### config.mk
export PLATFORM = sky130hd
export DESIGN_NAME = i2s_rx_frame_ctrl_flat
export DESIGN_NICKNAME = d
export VERILOG_FILES = /design/src/rtl/i2s_rx_frame_ctrl_if.sv /design/src/rtl/i2s_rx_frame_ctrl.sv /design/src/flat_wrapper.sv
export SDC_FILE = /design/constraint.sdc
export NUM_CORES = 1
export LEC_CHECK = 0
export BUFFER_PORTS_ARGS = -buffer_cell sky130_fd_sc_hd__buf_2
export CAP_MARGIN = 20
export CORE_ASPECT_RATIO = 1.5
export CORE_MARGIN = 2
export CORE_UTILIZATION = 51
export CTS_CLUSTER_DIAMETER = 150
export DETAILED_ROUTE_END_ITERATION = 12
export GPL_TIMING_DRIVEN = 0
export PLACE_DENSITY = 0.74
export SYNTH_ARGS = -nofsm -noshare
export SYNTH_HDL_FRONTEND = slang
export SYNTH_SLANG_ARGS = --single-unit
### constraint.sdc
create_clock -name sclk -period 2 [get_ports sclk]
set_input_delay 0.4 -clock sclk [delete_from_list [all_inputs] [get_ports sclk]]
set_output_delay 0.4 -clock sclk [all_outputs]
set_load 0.01 [all_outputs]
### src/rtl/i2s_rx_frame_ctrl_if.sv
// Bus bundle for the I2S receive frame sequencer.
// The master modport is the sequencer side; the slave modport is the sample consumer / ADC side.
interface i2s_rx_frame_ctrl_if #(
  parameter int AUDIO_DW = 16
);
  logic                en;
  logic                sdata;
  logic                lrclk;
  logic                busy;
  logic [AUDIO_DW-1:0] left_chan;
  logic [AUDIO_DW-1:0] right_chan;
  logic                sample_valid;

  modport master (
    input  en,
    input  sdata,
    output lrclk,
    output busy,
    output left_chan,
    output right_chan,
    output sample_valid
  );

  modport slave (
    output en,
    output sdata,
    input  lrclk,
    input  busy,
    input  left_chan,
    input  right_chan,
    input  sample_valid
  );
endinterface

### src/rtl/i2s_rx_frame_ctrl.sv
// Master-mode I2S receive sequencer: generates lrclk, deserialises sdata, strobes one sample pair per frame.
// Define I2S_RX_FRAME_CTRL_LJ_EN for left-justified framing (inverted lrclk, no one-bit delay).
module i2s_rx_frame_ctrl #(
  parameter int AUDIO_DW    = 16,
  parameter int SLOT_W      = 32,
  parameter int SKIP_FRAMES = 2
) (
  input logic                 sclk,
  input logic                 rst,
  i2s_rx_frame_ctrl_if.master bus
);
  localparam int CNT_W = $clog2(SLOT_W);
  localparam logic [CNT_W-1:0] CNT_LAST = CNT_W'(SLOT_W - 1);
  localparam logic [CNT_W-1:0] CNT_ONE  = CNT_W'(1);
`ifdef I2S_RX_FRAME_CTRL_LJ_EN
  localparam logic LR_LEFT = 1'b1;
  localparam int   CAP_LO  = 0;
`else
  localparam logic LR_LEFT = 1'b0;
  localparam int   CAP_LO  = 1;
`endif
  // The right-channel level doubles as the idle level in both framings.
  localparam logic LR_RIGHT = ~LR_LEFT;
  localparam logic [CNT_W-1:0] CAP_FIRST = CNT_W'(CAP_LO);
  localparam logic [CNT_W-1:0] CAP_SPAN  = CNT_W'(AUDIO_DW - 1);
  localparam logic [CNT_W-1:0] CAP_LAST  = CNT_W'(CAP_LO + AUDIO_DW - 1);
  localparam logic [3:0]       SKIP_N    = 4'(SKIP_FRAMES);

  typedef enum logic [1:0] {
    ST_IDLE = 2'd0,
    ST_WARM = 2'd1,
    ST_RUN  = 2'd2
  } state_t;

  localparam state_t START_ST = (SKIP_FRAMES > 0) ? ST_WARM : ST_RUN;

  state_t              r_state;
  state_t              w_state_nxt;
  logic [CNT_W-1:0]    r_bitcnt;
  logic [3:0]          r_skipcnt;
  logic                r_lrclk;
  logic                r_busy;
  logic                r_valid;
  logic [AUDIO_DW-1:0] r_sr_left;
  logic [AUDIO_DW-1:0] r_sr_right;
  logic [AUDIO_DW-1:0] r_left;
  logic [AUDIO_DW-1:0] r_right;
  logic                w_frame_end;
  logic                w_in_window;
  logic                w_load;
  logic                w_stop;

  assign w_frame_end = (r_lrclk == LR_RIGHT) && (r_bitcnt == CNT_LAST);
  assign w_in_window = (CNT_W'(r_bitcnt - CAP_FIRST) <= CAP_SPAN);
  assign w_load      = (r_state == ST_RUN) && (r_lrclk == LR_RIGHT) && (r_bitcnt == CAP_LAST);
  assign w_stop      = w_frame_end && !bus.en;

  always_ff @(posedge sclk) begin
    if (rst) begin
      r_state <= ST_IDLE;
    end else begin
      r_state <= w_state_nxt;
    end
  end

  // Stop at a frame end outranks the warm-up to run transition.
  always_comb begin
    w_state_nxt = r_state;
    case (r_state)
      ST_IDLE: begin
        if (bus.en) begin
          w_state_nxt = START_ST;
        end else begin
          w_state_nxt = ST_IDLE;
        end
      end
      ST_WARM: begin
        if (w_stop) begin
          w_state_nxt = ST_IDLE;
        end else if (w_frame_end && ((r_skipcnt + 4'd1) == SKIP_N)) begin
          w_state_nxt = ST_RUN;
        end else begin
          w_state_nxt = ST_WARM;
        end
      end
      ST_RUN: begin
        if (w_stop) begin
          w_state_nxt = ST_IDLE;
        end else begin
          w_state_nxt = ST_RUN;
        end
      end
      default: w_state_nxt = ST_IDLE;
    endcase
  end

  always_ff @(posedge sclk) begin
    if (rst) begin
      r_bitcnt   <= {CNT_W{1'b0}};
      r_skipcnt  <= 4'd0;
      r_lrclk    <= LR_RIGHT;
      r_busy     <= 1'b0;
      r_valid    <= 1'b0;
      r_sr_left  <= {AUDIO_DW{1'b0}};
      r_sr_right <= {AUDIO_DW{1'b0}};
      r_left     <= {AUDIO_DW{1'b0}};
      r_right    <= {AUDIO_DW{1'b0}};
    end else begin
      r_valid <= 1'b0;
      r_busy  <= (w_state_nxt != ST_IDLE);
      case (r_state)
        ST_IDLE: begin
          r_bitcnt  <= {CNT_W{1'b0}};
          r_skipcnt <= 4'd0;
          r_lrclk   <= bus.en ? LR_LEFT : LR_RIGHT;
        end
        ST_WARM, ST_RUN: begin
          if (r_bitcnt == CNT_LAST) begin
            r_bitcnt <= {CNT_W{1'b0}};
            r_lrclk  <= w_stop ? LR_RIGHT : ~r_lrclk;
          end else begin
            r_bitcnt <= r_bitcnt + CNT_ONE;
          end
          if (w_in_window) begin
            if (r_lrclk == LR_LEFT) begin
              r_sr_left <= {r_sr_left[AUDIO_DW-2:0], bus.sdata};
            end else begin
              r_sr_right <= {r_sr_right[AUDIO_DW-2:0], bus.sdata};
            end
          end
          // The right LSB is still on sdata at the load edge, so splice it in directly.
          if (w_load) begin
            r_left  <= r_sr_left;
            r_right <= {r_sr_right[AUDIO_DW-2:0], bus.sdata};
            r_valid <= 1'b1;
          end
          if (w_frame_end && (r_state == ST_WARM)) begin
            r_skipcnt <= r_skipcnt + 4'd1;
          end
        end
        default: begin
          r_bitcnt <= {CNT_W{1'b0}};
          r_lrclk  <= LR_RIGHT;
        end
      endcase
    end
  end

  assign bus.lrclk        = r_lrclk;
  assign bus.busy         = r_busy;
  assign bus.left_chan    = r_left;
  assign bus.right_chan   = r_right;
  assign bus.sample_valid = r_valid;
endmodule
### src/flat_wrapper.sv
// flat-port wrapper written by rule: the top's interface ports become plain ports
module i2s_rx_frame_ctrl_flat 
#(
  parameter int AUDIO_DW    = 16,
  parameter int SLOT_W      = 32,
  parameter int SKIP_FRAMES = 2
)
  (sclk, rst, bus_en, bus_sdata, bus_lrclk, bus_busy, bus_left_chan, bus_right_chan, bus_sample_valid);
  i2s_rx_frame_ctrl_if #(.AUDIO_DW(AUDIO_DW)) bus_i ();
  input logic sclk;
  input logic rst;
  input wire logic [$bits(bus_i.en)-1:0] bus_en;
  input wire logic [$bits(bus_i.sdata)-1:0] bus_sdata;
  output wire logic [$bits(bus_i.lrclk)-1:0] bus_lrclk;
  output wire logic [$bits(bus_i.busy)-1:0] bus_busy;
  output wire logic [$bits(bus_i.left_chan)-1:0] bus_left_chan;
  output wire logic [$bits(bus_i.right_chan)-1:0] bus_right_chan;
  output wire logic [$bits(bus_i.sample_valid)-1:0] bus_sample_valid;
  assign bus_i.en = bus_en;
  assign bus_i.sdata = bus_sdata;
  assign bus_lrclk = bus_i.lrclk;
  assign bus_busy = bus_i.busy;
  assign bus_left_chan = bus_i.left_chan;
  assign bus_right_chan = bus_i.right_chan;
  assign bus_sample_valid = bus_i.sample_valid;
  i2s_rx_frame_ctrl #(.AUDIO_DW(AUDIO_DW), .SLOT_W(SLOT_W), .SKIP_FRAMES(SKIP_FRAMES)) u_core (.sclk(sclk), .rst(rst), .bus(bus_i));
endmodule
==> flow_summary.yaml, run 1 <==
logic_synthesis:
  yosys-top-cells-area: "dfxtp_1, mux2i_1, nand2_1"
  yosysWarnings: 0
  synth_cell_types: 38
  ys_ff_latch: 77
  synth.top_cell.area_share_pct: 50.0
  ys_seq_area_share_pct: 50.0
  yosysTopAreaCell: "dfxtp_1"
  synth_nets: 340
  syn_area_per_cell_um2: 9.44
  syn_area_um2: 3090
  syn-instance-count: 327
place:
  gp_congestion: 0.734
  numPortBuffers: 37
  dp.cells: 436
  pre_cts_slack_ns: -0.110
  hpwlAfterDp_mm: 4.22
  placed_area_um2: 3360
timing:
  drv_slew: 0
  rsz0062_at_grt: "false"
  max_slew_margin_pct: 68.3
  setup_slack_ns: 0.124
  fin_skew_ns: 0.00650
  finalSetupViolCount: 0
  min_period_ns: 1.88
  fmax_mhz: 533
  worstMarginPinSlew_ns: 0.476
  holdWs_ns: 0.319
  setup_tns_ns: 0
  finalHoldViolations: 0
  fin_crit_sh_pct: 93.8
floorplanning:
  dieWidth_um: 67.5
  row_count: 34
  coreArea_um2: 5830
  io_pins: 39
  die_h_um: 99.3
  start_util_pct: 52.9
  die_area_um2: 6700
finish:
  fillCellCount: 512
  utilization_pct: 61.6
  post_route_cells_drive_above_1_share_pct: 21.2
  n_antenna_cell: 0
  nets: 390
  layout_commonest_cell: "dfxtp_1"
  fin_cells: 454
  mostFrequentLayoutCells: "dfxtp_1, nand2_1, buf_2"
  area_growth_pct: 16.3
  final_area_um2: 3590
  multi_input_area_um2: 1410
  seqCellArea_um2: 1540
run_status:
  status: "complete, no violations"
worst_setup_path:
  crit_type: "flop to flop"
  worstPathMaxFanout: 5
  cp.required_ns: 2.28
  cp-start-kind: "flop"
  arrival_ns: 2.15
  endpoint_kind: "flop"
pwr:
  pwr-share-clk_pct: 41.3
  peakVddDrop_mv: 0.399
  intPower_mw: 2.19
  cellPowerDensity_nw_per_um2: 782
  power_mw: 2.81
  combPwrFrac_pct: 3.6
  pwr-share-seq_pct: 55.1
  leakagePower_nw: 1.39
  swShare_pct: 22.0
  p_switching_mw: 0.617
drt:
  drc: 0
  antenna_left: 0
  dr.pass1.iters: 4
  first_iter_violations: 84
  wl_per_cell_um: 12.9
  wl_mm: 5.88
  via_per_inst: 5.14
  vias: 2332
grt:
  antenna_found_initial: 0
  grt_pass1_wl_mm: 9.78
  grt_pass1_vias: 2274
  grt_start_max_net_pins: 13
  grt_usage_pct: 19.3
  gr-total-overflow: 0
clocking:
  clkSlewWorstSetupHoldPaths_ns: 0.07
  cts_tree: "built"
  cts-root-buf: "clkbuf_8"
  cts_num_sinks: 77
  cts_buffers: 9
  clockBufferDepth: 2
  h-tree-depth: 3
  clk_latency_ns: 0.35
job:
  cap_violations: 0
hold_path:
  hold_class: "input pin to flop"
==> power by group through the flow <==
stage                     combinational (mW)  clock [mW]  sequential (mW)
final                                  0.100        1.16             1.55
after global routing                   0.110        1.25             1.55
after CTS                              0.100        1.18             1.55
after detailed placement              0.0995           0             1.58
after global placement                0.0981           0             1.58
after floorplan                       0.0715           0             1.58
==> state kept, by name (all words and copies together), names as in the netlist, 2 cells and up <==
register and flops:
u_core.r_sr_left 16, u_core.r_sr_right 15, u_core.r_bitcnt 5, u_core.bus.left_chan 16, u_core.r_skipcnt 4, u_core.bus.right_chan 16, u_core.r_state 2
==> final timing paths <==
| check | start | to | slack, ns | depth (start not counted) |
|---|---|---|---|---|
| worst max-delay path | u_core.r_bitcnt[0] | u_core.r_skipcnt[2] | 0.12 | 6 |
| worst min-delay path | bus_sdata | u_core.bus.right_chan[0] | 0.32 | 3 |
| worst max register to register | u_core.r_bitcnt[0] | u_core.r_skipcnt[2] | 0.12 | 6 |
| worst min register to register | u_core.r_sr_left[14] | u_core.bus.left_chan[14] | 0.45 | 2 |
==> worst max-delay path: stages, from the launching register on <==
cell     delay [ns]
dfxtp_2        0.37
ha_1           0.18
and3_2         0.19
ha_2           0.22
nand4_1        0.20
or3b_2         0.50
a21oi_1        0.14
==> timing repair <==
item / in CTS / in global routing
hold buffers: 0 / 0
endpoints found under the setup margin: 17 / 35
pin swaps: 1 / 1
resized for setup: 4 / 4
setup buffers: 3 / 0
cloned: 0 / 0
==> cells by family after synthesis <==
kind of cell / synth area share [%]
AOI/OAI and AO/OA: 8.03
xor gates and xnor gates: 1.14
adders and majority gates: 3.65
buffers and inverters: 4.62
DFF: 50.0
muxes: 10.4
and+or+nand+nor: 22.2
==> metal layers <==
layer / up-vias / share of wire, % / wire (um) / GRT usage [%]
li1: 1182 / - / - / -
met1: 1104 / 41 / 2430 / 21.1
met2: 36 / 53 / 3120 / 33.4
met3: 10 / 3.5 / 205 / 4.41
met4: 0 / 2.1 / 123 / 10.0
met5: - / 0 / 0 / 0
==> Yosys cell counts (all sizes together) <==
cell type and instances:
nand2 66, and2 2, dfxtp 77, xnor2 1
clkbuf 11, ha 9, inv 5, nor2 16
and4b 1, nor2b 3, and4 1, o21bai 1
a2111oi 1, o21a 1, a31oi 2, nand3 5
o21ai 3, or3b 1, or2b 11, mux2i 32
buf 8, nand2b 22, and3 4, a211oi 1
nand3b 1, nor4b 1, nand4 2, a22oi 1
xor2 3, a21oi 35
==> area by class of cell <==
cell class	count	area share [%]
Sequential cell	77	43.0
Multi-Input combinational cell	226	39.2
Timing Repair Buffer	40	5.79
Clock buffer	12	4.05
Buffer	18	3.59
Tap cell	72	2.51
Clock inverter	4	1.33
Inverter	5	0.523
(Power assumes the default switching activity.)
==> inputs of run 2 (changes only) <==
--- a/config.mk
+++ b/config.mk
@@ -14,6 +14,7 @@
 export DETAILED_ROUTE_END_ITERATION = 12
 export GPL_TIMING_DRIVEN = 0
 export PLACE_DENSITY = 0.74
+export REMOVE_ABC_BUFFERS = 1
 export SYNTH_ARGS = -nofsm -noshare
 export SYNTH_HDL_FRONTEND = slang
 export SYNTH_SLANG_ARGS = --single-unit
==> run 2 against run 1 <==
Compared with the run above: first-iteration DRC count decreased by 6.0%; critical path depth unchanged; global-route usage down 2.7 points; final area down 0.87%.
==> flow_summary.yaml, run 2 (synthesis results as in run 1) <==
clocking:
  h-tree-depth: 3
  cts_tree: "built"
  cts_num_sinks: 77
  cts-root-buf: "clkbuf_8"
  cts_hold_buffers: 0
  clkSlewWorstSetupHoldPaths_ns: 0.07
  clk_latency_ns: 0.35
  clockBufferDepth: 2
  cts_buffers: 9
job:
  cap_violations: 0
timing:
  max_slew_margin_pct: 59.7
  fin_skew_ns: 0.00659
  fin_crit_sh_pct: 94.6
  finalHoldViolations: 0
  worstMarginPinSlew_ns: 0.605
  min_period_ns: 1.89
  setup_slack_ns: 0.109
  fmax_mhz: 529
  finalSetupViolCount: 0
  drv_slew: 0
grt:
  antenna_found_initial: 0
  grt_usage_pct: 16.6
  grt_pass1_wl_mm: 8.63
  grt_start_max_net_pins: 73
  gr-total-overflow: 0
  grt_pass1_vias: 2044
finish:
  utilization_pct: 61.0
  nets: 376
  layout_commonest_cell: "dfxtp_1"
  area_growth_pct: 15.2
  n_antenna_cell: 0
  post_route_cells_drive_above_1_share_pct: 20.7
  mostFrequentLayoutCells: "dfxtp_1, nand2_1, buf_2"
floorplanning:
  dieWidth_um: 67.5
  coreArea_um2: 5830
  start_util_pct: 52.9
  die_h_um: 99.3
  io_pins: 39
  die_area_um2: 6700
  row_count: 34
hold_path:
  holdCritStartpoint: "bus_sdata"
  hold_class: "input pin to flop"
drt:
  wl_mm: 5.27
  first_iter_violations: 79
  vias: 2243
  wl_per_cell_um: 12.0
  drc: 0
  dr.pass1.iters: 4
  via_per_inst: 5.10
  antenna_left: 0
worst_setup_path:
  arrival_ns: 2.17
  startpoint: "u_core.r_bitcnt[0]"
  crit_type: "flop to flop"
  cp.required_ns: 2.28
  endpoint_kind: "flop"
  timing.rr.start: "u_core.r_bitcnt[0]"
  cp-start-kind: "flop"
  worstPathMaxFanout: 5
pwr:
  leakagePower_nw: 1.37
  cellPowerDensity_nw_per_um2: 836
  power_mw: 2.97
  peakVddDrop_mv: 0.519
run_status:
  status: "complete, no violations"
place:
  pre_cts_slack_ns: -0.403
  hpwlAfterDp_mm: 3.37
  numPortBuffers: 38
  gp_congestion: 0.719
## run 2: timing repair
action | 4_1_cts | 5_1_grt
buffers inserted | 3 | 1
gates resized for setup | 3 | 2
setup endpoints to repair | 49 | 19
pin swaps | 1 | 2
## run 2: per-layer routing
metal | wire length [um] | vias up | share of wire, % | GRT usage [%]
li1 | - | 1159 | - | -
met1 | 2400 | 1030 | 46 | 19.3
met2 | 2540 | 43 | 48 | 27.5
met3 | 214 | 11 | 4.1 | 4.07
met4 | 110 | 0 | 2.1 | 8.48
met5 | 0 | - | 0 | 0
## run 2: power by group
part	internal, mW	switching, mW	total [mW]
sequential	1.54	0.00823	1.55
combinational	0.0402	0.0549	0.0951
clock	0.773	0.556	1.33
total	2.35	0.619	2.97
## run 2: area by class of cell
class / count / area, um2
Tap cell: 72 / 90.1
Timing Repair Buffer: 44 / 263
Clock inverter: 5 / 82.6
Sequential cell: 77 / 1540
Inverter: 5 / 18.8
Multi-Input combinational cell: 226 / 1410
Fill cell: 529 / 2270
Clock buffer: 11 / 151
## run 2: per-stage QoR
step / setup TNS (ns) / area, um2 / cells / hold slack [ns]
global placement: -23.59 / 3240 / 418 / 0.435
floorplan: -0.683 / 2960 / 308 / 0.421
detailed placement: -15.27 / 3260 / 419 / 0.438
CTS: 0 / 3520 / 438 / 0.292
global route: -0.00324 / 3560 / 440 / 0.318
finish: 0 / 3560 / 440 / 0.301
## run 2: worst max-delay path, stage by stage (launching register included)
cell and delay [ns]:
dfxtp_2 0.38, ha_1 0.19, and3_2 0.19, ha_1 0.24
nand4_1 0.19, or3b_2 0.50, a21oi_1 0.14
## run 2: worst paths after layout
path                            depth (start not counted)  slack [ns]                       end
worst max-delay path                                    6        0.11       u_core.r_skipcnt[2]
worst min-delay path                                    3        0.30  u_core.bus.right_chan[0]
worst max register to register                          6        0.11       u_core.r_skipcnt[2]
worst min register to register                          2        0.45   u_core.bus.left_chan[6]
